`config.mk`:
```
export PLATFORM = sky130hd
export DESIGN_NAME = id_ex_stage_flat
export DESIGN_NICKNAME = d
export VERILOG_FILES = /design/src/rtl/id_ex_stage_if.sv /design/src/rtl/id_ex_stage.sv /design/src/flat_wrapper.sv
export SDC_FILE = /design/constraint.sdc
export NUM_CORES = 1
export LEC_CHECK = 0
export BUFFER_PORTS_ARGS = -buffer_cell sky130_fd_sc_hd__buf_2
export CAP_MARGIN = 10
export CORE_AREA = 4 4 122 124
export CTS_BUF_LIST = sky130_fd_sc_hd__clkbuf_4
export DETAILED_ROUTE_END_ITERATION = 16
export DIE_AREA = 0 0 126 128
export GPL_ROUTABILITY_DRIVEN = 0
export GPL_TIMING_DRIVEN = 0
export PLACE_DENSITY = 0.79
export SLEW_MARGIN = 20
export SYNTH_ARGS = -nofsm -noshare
export SYNTH_HDL_FRONTEND = slang
export SYNTH_SLANG_ARGS = --single-unit
```
`constraint.sdc`:
```
create_clock -name clk -period 3.1 [get_ports clk]
set_clock_uncertainty 0.15 [all_clocks]
set_input_delay 0.775 -clock clk [delete_from_list [all_inputs] [get_ports clk]]
set_output_delay 0.775 -clock clk [all_outputs]
set_load 0.005 [all_outputs]
```
`src/rtl/id_ex_stage_if.sv`:
```
// ID/EX stage bus: decoded ID fields, downstream forwarding sources, EX outputs.
// master = surrounding pipeline (drives ID/MEM/WB), slave = id_ex_stage.
interface id_ex_stage_if #(
    parameter int unsigned DW  = 32,
    parameter int unsigned RAW = 5,
    parameter int unsigned FW  = 6
);
    localparam int unsigned SHW = $clog2(DW);

    logic [RAW-1:0] id_rs_addr;
    logic [RAW-1:0] id_rt_addr;
    logic [RAW-1:0] id_wr_addr;
    logic [DW-1:0]  id_rs_data;
    logic [DW-1:0]  id_rt_data;
    logic [SHW-1:0] id_shamt;
    logic [DW-1:0]  id_imm;
    logic [FW-1:0]  id_alufun;
    logic           id_alusrc1;
    logic           id_alusrc2;
    logic           id_regwrite;
    logic           id_memread;
    logic           id_memwrite;
    logic           id_memtoreg;
    logic           stall_in;
    logic           flush;
    logic           mem_regwrite;
    logic [RAW-1:0] mem_wr_addr;
    logic [DW-1:0]  mem_result;
    logic           wb_regwrite;
    logic [RAW-1:0] wb_wr_addr;
    logic [DW-1:0]  wb_data;
    logic           load_use_stall;
    logic [DW-1:0]  ex_a;
    logic [DW-1:0]  ex_b;
    logic [DW-1:0]  ex_store_data;
    logic [FW-1:0]  ex_alufun;
    logic [RAW-1:0] ex_wr_addr;
    logic           ex_regwrite;
    logic           ex_memread;
    logic           ex_memwrite;
    logic           ex_memtoreg;

    modport master (
        output id_rs_addr, id_rt_addr, id_wr_addr, id_rs_data, id_rt_data,
               id_shamt, id_imm, id_alufun, id_alusrc1, id_alusrc2,
               id_regwrite, id_memread, id_memwrite, id_memtoreg,
               stall_in, flush,
               mem_regwrite, mem_wr_addr, mem_result,
               wb_regwrite, wb_wr_addr, wb_data,
        input  load_use_stall, ex_a, ex_b, ex_store_data, ex_alufun, ex_wr_addr,
               ex_regwrite, ex_memread, ex_memwrite, ex_memtoreg
    );

    modport slave (
        input  id_rs_addr, id_rt_addr, id_wr_addr, id_rs_data, id_rt_data,
               id_shamt, id_imm, id_alufun, id_alusrc1, id_alusrc2,
               id_regwrite, id_memread, id_memwrite, id_memtoreg,
               stall_in, flush,
               mem_regwrite, mem_wr_addr, mem_result,
               wb_regwrite, wb_wr_addr, wb_data,
        output load_use_stall, ex_a, ex_b, ex_store_data, ex_alufun, ex_wr_addr,
               ex_regwrite, ex_memread, ex_memwrite, ex_memtoreg
    );
endinterface

```
`src/rtl/id_ex_stage.sv`:
```
// ID/EX pipeline register with EX operand selection and hazard detection.
// Optional feature macro: ID_EX_FORWARD_EN
//   defined   : MEM/WB -> EX forwarding, stall only on load-use.
//   undefined : no forwarding, stall while any in-flight EX/MEM producer
//               targets an ID source (one bubble per stall cycle).
module id_ex_stage #(
    parameter int unsigned DW  = 32,
    parameter int unsigned RAW = 5,
    parameter int unsigned FW  = 6
) (
    input  logic          clk,
    input  logic          reset,
    id_ex_stage_if.slave  bus
);
    localparam int unsigned SHW = $clog2(DW);

    typedef struct packed {
        logic [RAW-1:0] rs_addr;
        logic [RAW-1:0] rt_addr;
        logic [RAW-1:0] wr_addr;
        logic [DW-1:0]  rs_data;
        logic [DW-1:0]  rt_data;
        logic [SHW-1:0] shamt;
        logic [DW-1:0]  imm;
        logic [FW-1:0]  alufun;
        logic           alusrc1;
        logic           alusrc2;
        logic           regwrite;
        logic           memread;
        logic           memwrite;
        logic           memtoreg;
    } idex_t;

    idex_t          id_w;
    idex_t          idex_d;
    idex_t          idex_q;
    logic           load_use_stall_c;
    logic [DW-1:0]  fwd_rs;
    logic [DW-1:0]  fwd_rt;

    // Gather the ID-stage fields into one payload
    always_comb begin
        id_w          = '0;
        id_w.rs_addr  = bus.id_rs_addr;
        id_w.rt_addr  = bus.id_rt_addr;
        id_w.wr_addr  = bus.id_wr_addr;
        id_w.rs_data  = bus.id_rs_data;
        id_w.rt_data  = bus.id_rt_data;
        id_w.shamt    = bus.id_shamt;
        id_w.imm      = bus.id_imm;
        id_w.alufun   = bus.id_alufun;
        id_w.alusrc1  = bus.id_alusrc1;
        id_w.alusrc2  = bus.id_alusrc2;
        id_w.regwrite = bus.id_regwrite;
        id_w.memread  = bus.id_memread;
        id_w.memwrite = bus.id_memwrite;
        id_w.memtoreg = bus.id_memtoreg;
    end

`ifdef ID_EX_FORWARD_EN
    // Load in EX whose destination is an ID source: data not ready until WB
    always_comb begin
        load_use_stall_c = 1'b0;
        if (!bus.flush && idex_q.memread && (idex_q.wr_addr != '0) &&
            ((idex_q.wr_addr == bus.id_rs_addr) || (idex_q.wr_addr == bus.id_rt_addr))) begin
            load_use_stall_c = 1'b1;
        end
    end

    // Operand bypass, nearest producer (MEM) first; $0 never forwards
    always_comb begin
        fwd_rs = idex_q.rs_data;
        fwd_rt = idex_q.rt_data;
        if (bus.mem_regwrite && (bus.mem_wr_addr == idex_q.rs_addr) && (idex_q.rs_addr != '0)) begin
            fwd_rs = bus.mem_result;
        end else if (bus.wb_regwrite && (bus.wb_wr_addr == idex_q.rs_addr) && (idex_q.rs_addr != '0)) begin
            fwd_rs = bus.wb_data;
        end
        if (bus.mem_regwrite && (bus.mem_wr_addr == idex_q.rt_addr) && (idex_q.rt_addr != '0)) begin
            fwd_rt = bus.mem_result;
        end else if (bus.wb_regwrite && (bus.wb_wr_addr == idex_q.rt_addr) && (idex_q.rt_addr != '0)) begin
            fwd_rt = bus.wb_data;
        end
    end
`else
    logic unused_nofwd;
    assign unused_nofwd = ^{bus.mem_result, bus.wb_regwrite, bus.wb_wr_addr,
                            bus.wb_data, idex_q.rs_addr, idex_q.rt_addr};

    // Stall while EX or MEM will still write a register ID wants to read
    always_comb begin
        load_use_stall_c = 1'b0;
        if (!bus.flush) begin
            if ((bus.id_rs_addr != '0) &&
                ((idex_q.regwrite && (idex_q.wr_addr == bus.id_rs_addr)) ||
                 (bus.mem_regwrite && (bus.mem_wr_addr == bus.id_rs_addr)))) begin
                load_use_stall_c = 1'b1;
            end
            if ((bus.id_rt_addr != '0) &&
                ((idex_q.regwrite && (idex_q.wr_addr == bus.id_rt_addr)) ||
                 (bus.mem_regwrite && (bus.mem_wr_addr == bus.id_rt_addr)))) begin
                load_use_stall_c = 1'b1;
            end
        end
    end

    // Operands come straight from the register
    always_comb begin
        fwd_rs = idex_q.rs_data;
        fwd_rt = idex_q.rt_data;
    end
`endif

    // Next-state: hold on global stall, bubble on flush or hazard, else load ID
    always_comb begin
        idex_d = idex_q;
        if (bus.stall_in) begin
            idex_d = idex_q;
        end else if (bus.flush || load_use_stall_c) begin
            idex_d = '0;
        end else begin
            idex_d = id_w;
        end
    end

    // ID/EX register with synchronous reset to an empty slot
    always_ff @(posedge clk) begin
        if (reset) begin
            idex_q <= '0;
        end else begin
            idex_q <= idex_d;
        end
    end

    // EX-side operand muxes and registered control
    assign bus.ex_a           = idex_q.alusrc1 ? DW'(idex_q.shamt) : fwd_rs;
    assign bus.ex_b           = idex_q.alusrc2 ? idex_q.imm : fwd_rt;
    assign bus.ex_store_data  = fwd_rt;
    assign bus.ex_alufun      = idex_q.alufun;
    assign bus.ex_wr_addr     = idex_q.wr_addr;
    assign bus.ex_regwrite    = idex_q.regwrite;
    assign bus.ex_memread     = idex_q.memread;
    assign bus.ex_memwrite    = idex_q.memwrite;
    assign bus.ex_memtoreg    = idex_q.memtoreg;
    assign bus.load_use_stall = load_use_stall_c;

endmodule
```
`src/flat_wrapper.sv`:
```
// flat-port wrapper written by rule: the top's interface ports become plain ports
module id_ex_stage_flat 
#(
    parameter int unsigned DW  = 32,
    parameter int unsigned RAW = 5,
    parameter int unsigned FW  = 6
)
  (clk, reset, bus_id_rs_addr, bus_id_rt_addr, bus_id_wr_addr, bus_id_rs_data, bus_id_rt_data, bus_id_shamt, bus_id_imm, bus_id_alufun, bus_id_alusrc1, bus_id_alusrc2, bus_id_regwrite, bus_id_memread, bus_id_memwrite, bus_id_memtoreg, bus_stall_in, bus_flush, bus_mem_regwrite, bus_mem_wr_addr, bus_mem_result, bus_wb_regwrite, bus_wb_wr_addr, bus_wb_data, bus_load_use_stall, bus_ex_a, bus_ex_b, bus_ex_store_data, bus_ex_alufun, bus_ex_wr_addr, bus_ex_regwrite, bus_ex_memread, bus_ex_memwrite, bus_ex_memtoreg);
  id_ex_stage_if #(.DW(DW), .RAW(RAW), .FW(FW)) bus_i ();
  input  logic clk;
  input  logic reset;
  input wire logic [$bits(bus_i.id_rs_addr)-1:0] bus_id_rs_addr;
  input wire logic [$bits(bus_i.id_rt_addr)-1:0] bus_id_rt_addr;
  input wire logic [$bits(bus_i.id_wr_addr)-1:0] bus_id_wr_addr;
  input wire logic [$bits(bus_i.id_rs_data)-1:0] bus_id_rs_data;
  input wire logic [$bits(bus_i.id_rt_data)-1:0] bus_id_rt_data;
  input wire logic [$bits(bus_i.id_shamt)-1:0] bus_id_shamt;
  input wire logic [$bits(bus_i.id_imm)-1:0] bus_id_imm;
  input wire logic [$bits(bus_i.id_alufun)-1:0] bus_id_alufun;
  input wire logic [$bits(bus_i.id_alusrc1)-1:0] bus_id_alusrc1;
  input wire logic [$bits(bus_i.id_alusrc2)-1:0] bus_id_alusrc2;
  input wire logic [$bits(bus_i.id_regwrite)-1:0] bus_id_regwrite;
  input wire logic [$bits(bus_i.id_memread)-1:0] bus_id_memread;
  input wire logic [$bits(bus_i.id_memwrite)-1:0] bus_id_memwrite;
  input wire logic [$bits(bus_i.id_memtoreg)-1:0] bus_id_memtoreg;
  input wire logic [$bits(bus_i.stall_in)-1:0] bus_stall_in;
  input wire logic [$bits(bus_i.flush)-1:0] bus_flush;
  input wire logic [$bits(bus_i.mem_regwrite)-1:0] bus_mem_regwrite;
  input wire logic [$bits(bus_i.mem_wr_addr)-1:0] bus_mem_wr_addr;
  input wire logic [$bits(bus_i.mem_result)-1:0] bus_mem_result;
  input wire logic [$bits(bus_i.wb_regwrite)-1:0] bus_wb_regwrite;
  input wire logic [$bits(bus_i.wb_wr_addr)-1:0] bus_wb_wr_addr;
  input wire logic [$bits(bus_i.wb_data)-1:0] bus_wb_data;
  output wire logic [$bits(bus_i.load_use_stall)-1:0] bus_load_use_stall;
  output wire logic [$bits(bus_i.ex_a)-1:0] bus_ex_a;
  output wire logic [$bits(bus_i.ex_b)-1:0] bus_ex_b;
  output wire logic [$bits(bus_i.ex_store_data)-1:0] bus_ex_store_data;
  output wire logic [$bits(bus_i.ex_alufun)-1:0] bus_ex_alufun;
  output wire logic [$bits(bus_i.ex_wr_addr)-1:0] bus_ex_wr_addr;
  output wire logic [$bits(bus_i.ex_regwrite)-1:0] bus_ex_regwrite;
  output wire logic [$bits(bus_i.ex_memread)-1:0] bus_ex_memread;
  output wire logic [$bits(bus_i.ex_memwrite)-1:0] bus_ex_memwrite;
  output wire logic [$bits(bus_i.ex_memtoreg)-1:0] bus_ex_memtoreg;
  assign bus_i.id_rs_addr = bus_id_rs_addr;
  assign bus_i.id_rt_addr = bus_id_rt_addr;
  assign bus_i.id_wr_addr = bus_id_wr_addr;
  assign bus_i.id_rs_data = bus_id_rs_data;
  assign bus_i.id_rt_data = bus_id_rt_data;
  assign bus_i.id_shamt = bus_id_shamt;
  assign bus_i.id_imm = bus_id_imm;
  assign bus_i.id_alufun = bus_id_alufun;
  assign bus_i.id_alusrc1 = bus_id_alusrc1;
  assign bus_i.id_alusrc2 = bus_id_alusrc2;
  assign bus_i.id_regwrite = bus_id_regwrite;
  assign bus_i.id_memread = bus_id_memread;
  assign bus_i.id_memwrite = bus_id_memwrite;
  assign bus_i.id_memtoreg = bus_id_memtoreg;
  assign bus_i.stall_in = bus_stall_in;
  assign bus_i.flush = bus_flush;
  assign bus_i.mem_regwrite = bus_mem_regwrite;
  assign bus_i.mem_wr_addr = bus_mem_wr_addr;
  assign bus_i.mem_result = bus_mem_result;
  assign bus_i.wb_regwrite = bus_wb_regwrite;
  assign bus_i.wb_wr_addr = bus_wb_wr_addr;
  assign bus_i.wb_data = bus_wb_data;
  assign bus_load_use_stall = bus_i.load_use_stall;
  assign bus_ex_a = bus_i.ex_a;
  assign bus_ex_b = bus_i.ex_b;
  assign bus_ex_store_data = bus_i.ex_store_data;
  assign bus_ex_alufun = bus_i.ex_alufun;
  assign bus_ex_wr_addr = bus_i.ex_wr_addr;
  assign bus_ex_regwrite = bus_i.ex_regwrite;
  assign bus_ex_memread = bus_i.ex_memread;
  assign bus_ex_memwrite = bus_i.ex_memwrite;
  assign bus_ex_memtoreg = bus_i.ex_memtoreg;
  id_ex_stage #(.DW(DW), .RAW(RAW), .FW(FW)) u_core (.clk(clk), .reset(reset), .bus(bus_i));
endmodule
```
======== Word-level counts from Yosys, hierarchy flattened ========
Cells that the tools add are included.
cells by class
  eq/ne operators ......................... 4
  mux-type cells .......................... 6
  reductions and logical operators ........ 11
operators by type and width
  kind               number
  $mux 118           1
  $mux 32            2
  $eq 5x5->1         4
  $reduce_bool 5->1  2
  $logic_and 1x1->1  6
  $logic_or 1x1->1   3
  $mux 1             3
word-level totals
  register bits after elaboration ......... 118
  output and inout bits ................... 112
  logic and storage cells ................. 33

======== Depth between registers and ports, before layout ========
  word-level depth ........................ 9
  gate-level depth with buffers ........... 7
  gate-level depth less buffers ........... 5

======== Worst setup path before layout ========
No wires, ideal clock.
  path kind ............................... input to output
  start point ............................. input bus_id_rs_addr[0]
  end point ............................... output bus_load_use_stall
  arrival ................................. 2.156 ns
  setup slack ............................. 0.019 ns
  stages on the path ...................... 7
  cells stage by stage .................... or4_1 > nor2_1 > nor3_1 > nor4_2 > buf_4 > buf_4 > nor2_1
between the ends
  longest elaborated chain between the ends .. 7
ends and longest elaborated chain
  item                                  RTL line                              source
  start: declaration                    flat_wrapper.sv:12                    input wire logic [$bits(bus_i.id_rs_addr)-1:0] bus_id_rs_addr;
  $eq 5x5->1 (on tied branches)         id_ex_stage.sv:95, id_ex_stage.sv:96
  $logic_and 1x1->1 (on tied branches)  id_ex_stage.sv:95, id_ex_stage.sv:96
  $logic_or 1x1->1                      id_ex_stage.sv:95                     ((idex_q.regwrite && (idex_q.wr_addr == bus.id_rs_addr)) ||
  $logic_and 1x1->1 (*)                 id_ex_stage.sv:94                     if ((bus.id_rs_addr != '0) &&
  $mux 1 (*)                            id_ex_stage.sv:94
  $mux 1 (*)                            id_ex_stage.sv:99                     if ((bus.id_rt_addr != '0) &&
  $mux 1 (*)                            id_ex_stage.sv:93                     if (!bus.flush) begin
  end: declaration                      flat_wrapper.sv:34                    output wire logic [$bits(bus_i.load_use_stall)-1:0] bus_load_use_stall;
Every way passes the cells marked *; elsewhere a longest branch is shown, timed or not.

======== Final worst setup path ========
  start point ............................. input bus_id_rt_addr[3]
  end point ............................... output bus_load_use_stall
between the ends
  longest elaborated chain between the ends .. 6
ends and longest elaborated chain
  item                                  RTL line                                source
  start: declaration                    flat_wrapper.sv:13                      input wire logic [$bits(bus_i.id_rt_addr)-1:0] bus_id_rt_addr;
  $eq 5x5->1 (on tied branches)         id_ex_stage.sv:100, id_ex_stage.sv:101
  $logic_and 1x1->1 (on tied branches)  id_ex_stage.sv:100, id_ex_stage.sv:101
  $logic_or 1x1->1                      id_ex_stage.sv:100                      ((idex_q.regwrite && (idex_q.wr_addr == bus.id_rt_addr)) ||
  $logic_and 1x1->1 (*)                 id_ex_stage.sv:99
  $mux 1 (*)                            id_ex_stage.sv:99
  $mux 1 (*)                            id_ex_stage.sv:93
Marks and branches as above.

==> metrics.txt <==
top cells by count, synth 118 x a32o_1, 118 x dfxtp_1, 56 x buf_4, 37 x mux2_2, 33 x clkbuf_1; Antenna Nets Post-Route 0; Crit Reg-Reg Startpoint u_core.bus.ex_wr_addr[0]$_SDFFE_PP0N_; number of synthesized flops with an enable pin 0; row cnt between 40 and 50; Mapped Area about 5000 um2; CTS Buffer Depth 2; top cell type's share of synthesized area ~48%; Post-DP HPWL approximately 12000 um; violated checks setup timing; Mapped Cells 429; DR WL met3 1220 um; PortBufs 249; met2 wire length about 7700 um; area grow syn2layout 38.9%; die area roughly 16000 um2; Reg2Reg Depth 16; CP startpoint kind input port; PD cells about 470 nW/um2; antenna cells 0; Initial Utilization approximately 36%; Non-Filler Instances 900; maximum vdd drop approximately 0.29 mV; boundary pin count between 300 and 400; syn_nets between 600 and 700; Total Routed Length 15500 um; Met1 Wirelength approximately 6300 um; hold crit path type reg2reg; CTS sink count 118; largest net degree at the start of global routing 17; Yosys cell types 13; Fmax roughly 320 MHz; Slew HR between 50% and 60%; area of the core 13800 um2; Critical Path RT ~2200 ps; crit path capture bus_load_use_stall; clock latency on the worst-skew pair 500 ps; drt wl/cell approximately 17 um; Total GRT Usage 18.6%; top routing layer in use met5; post-route DRC violation count 0; sequential-to-total area share from yosys stat 47.6%; initial antenna violation count 1; critical path arrival roughly 2300 ps; Primary FF master, synth dfxtp_1; Post-DP Area between 6000 and 7000 um2; final setup vio count 1; Inst Count DP 858; Leakage Power roughly 3.2 nW; CTS Root Cell clkbuf_4; post-route cell area between 6000 and 7000 um2; gr ovfl total 0; asr flop ratio synth 0%; actual slew at the worst max-slew pin a little under 700 ps; synth top area cells dfxtp_1 48%, a32o_1 24%, buf_4 8.5%; Hold Vio Cnt, Final 0; CTS Buf Count 17; Critical R2R Capture u_core.idex_q[14]$_SDFFE_PP0N_; H-tree depth 4; post-layout min period about 3200 ps; Slew Viols, Final 0; first-pass GRT wire length roughly 24000 um; leading area contributor after synthesis dfxtp_1; die width 126 um; RSZ-0062 raised after global routing true; DRT iter0 DRCs roughly 190; clock slew at reported path FFs approximately 100 ps; CTS Hold Bufs 0; overall power between 3 and 4 mW; drt pass-1 iters 4; dpl ws -435 ps; Final WS setup -70.6 ps; CTS tree built; vias in the first global route between 4000 and 5000; synth warn 0; Max-cap violations 0; fin crit share 102%; worst-path fanout max 3; synthesis-stage register bit count around 120; outcome finished, violations left; fraction of layout cells with a size suffix above 1 a little under three fifths; kind of end point of the critical path primary output; Nets slightly above 900; Die Y between 100 and 150 um; vias per std cell between 5 and 6; class of the most critical setup path in2out; Setup crit start bus_id_rt_addr[3]; TNS Setup -70.6 ps; Vias roughly 4600; r2r setup slk between 200 and 300 ps; Syn Area/Cell approximately 12 um2
==> worst min path at each step <==
stage                                         startpoint                              to  slack [ps]  cells past startpoint
final                     u_core.fwd_rs[11]$_SDFFE_PP0N_  u_core.fwd_rs[11]$_SDFFE_PP0N_         320                      1
after global routing                     bus_id_shamt[2]  u_core.idex_q[46]$_SDFFE_PP0N_         280                      2
after CTS                                bus_id_shamt[1]  u_core.idex_q[45]$_SDFFE_PP0N_         270                      2
after detailed placement   u_core.fwd_rs[6]$_SDFFE_PP0N_   u_core.fwd_rs[6]$_SDFFE_PP0N_         300                      1
after global placement    u_core.fwd_rs[18]$_SDFFE_PP0N_  u_core.fwd_rs[18]$_SDFFE_PP0N_         290                      1
after floorplan           u_core.fwd_rs[10]$_SDFFE_PP0N_  u_core.fwd_rs[10]$_SDFFE_PP0N_         280                      1
==> critical path: stages <==
cell    delay (ps)
buf_8          100
or4_4          530
nor2_4         130
nor3_2          60
nor4_2         300
buf_4          190
nor2_2          40
buf_2          110
==> flip-flops by register name (all words and copies together) (netlist names) <==
signal,count
u_core.idex_q,39
u_core.fwd_rs,32
u_core.bus.ex_alufun,6
u_core.bus.ex_store_data,32
u_core.bus.ex_memread,1
u_core.bus.ex_memtoreg,1
u_core.bus.ex_wr_addr,5
u_core.bus.ex_regwrite,1
u_core.bus.ex_memwrite,1
==> layer usage <==
metal | vias up | track usage, %
met4 | 2 | 7.13
met2 | 184 | 31.1
met5 | - | 0
met1 | 2237 | 22.0
met3 | 27 | 6.63
li1 | 2197 | -
==> per-stage QoR <==
step | hold WS, ps | utilization (%)
2_1_floorplan | 284 | -
3_3_place_gp | 289 | 46.7
3_5_place_dp | 296 | 46.7
4_1_cts | 267 | 49.9
5_1_grt | 279 | 50.0
6_report | 317 | 50.0
==> cell usage in the layout, fill, tap and decap left out <==
master / n
buf_2: 247
a32o_1: 118
dfxtp_1: 114
buf_4: 67
mux2_2: 37
clkbuf_1: 29
nor2b_1: 28
xnor2_1: 20
clkbuf_4: 19
clkinv_2: 5
nand2_1: 4
nand4_1: 4
bufinv_16: 4
dfxtp_2: 4
clkbuf_2: 3
nor3_2: 3
buf_8: 3
nor2_2: 2
nor3_1: 2
clkinv_1: 2
or4_1: 1
or4_4: 1
nor2_4: 1
nor4_2: 1
clkinvlp_4: 1
==> layout make-up <==
cell class / instances / area (um2)
plain buffers: 86 / 537
clock buffers: 19 / 143
clock inverters: 12 / 160
fillers: 1297 / 6890
multi-input cells: 222 / 2080
flip-flops and latches: 118 / 2370
well taps: 180 / 225
repair buffers: 263 / 1370
==> cells by family (layout without fill, tap and decap cells) <==
family / Yosys count / after routing / synth area share (%)
AOI/OAI and AO/OA: 118 / 118 / 23.8
xor gates and xnor gates: 20 / 20 / 3.53
DFF: 118 / 118 / 47.6
buffers and inverters: 89 / 380 / 11.0
and+or+nand+nor: 47 / 47 / 5.63
muxes: 37 / 37 / 8.40
==> power by group <==
part | leakage (nW) | internal (mW) | switching [mW] | total (mW)
clock network | 0.167 | 0.641 | 0.560 | 1.20
logic | 2.11 | 0.249 | 0.192 | 0.441
registers | 0.965 | 1.58 | 0.0402 | 1.62
total | 3.24 | 2.47 | 0.793 | 3.26
==> timing repair <==
item,4_1_cts,5_1_grt
cloned,0,0
pin swaps,4,5
setup buffers,14,2
setup endpoints to repair,30,20
resized for setup,17,6
Power figures use the tool's default switching activity.
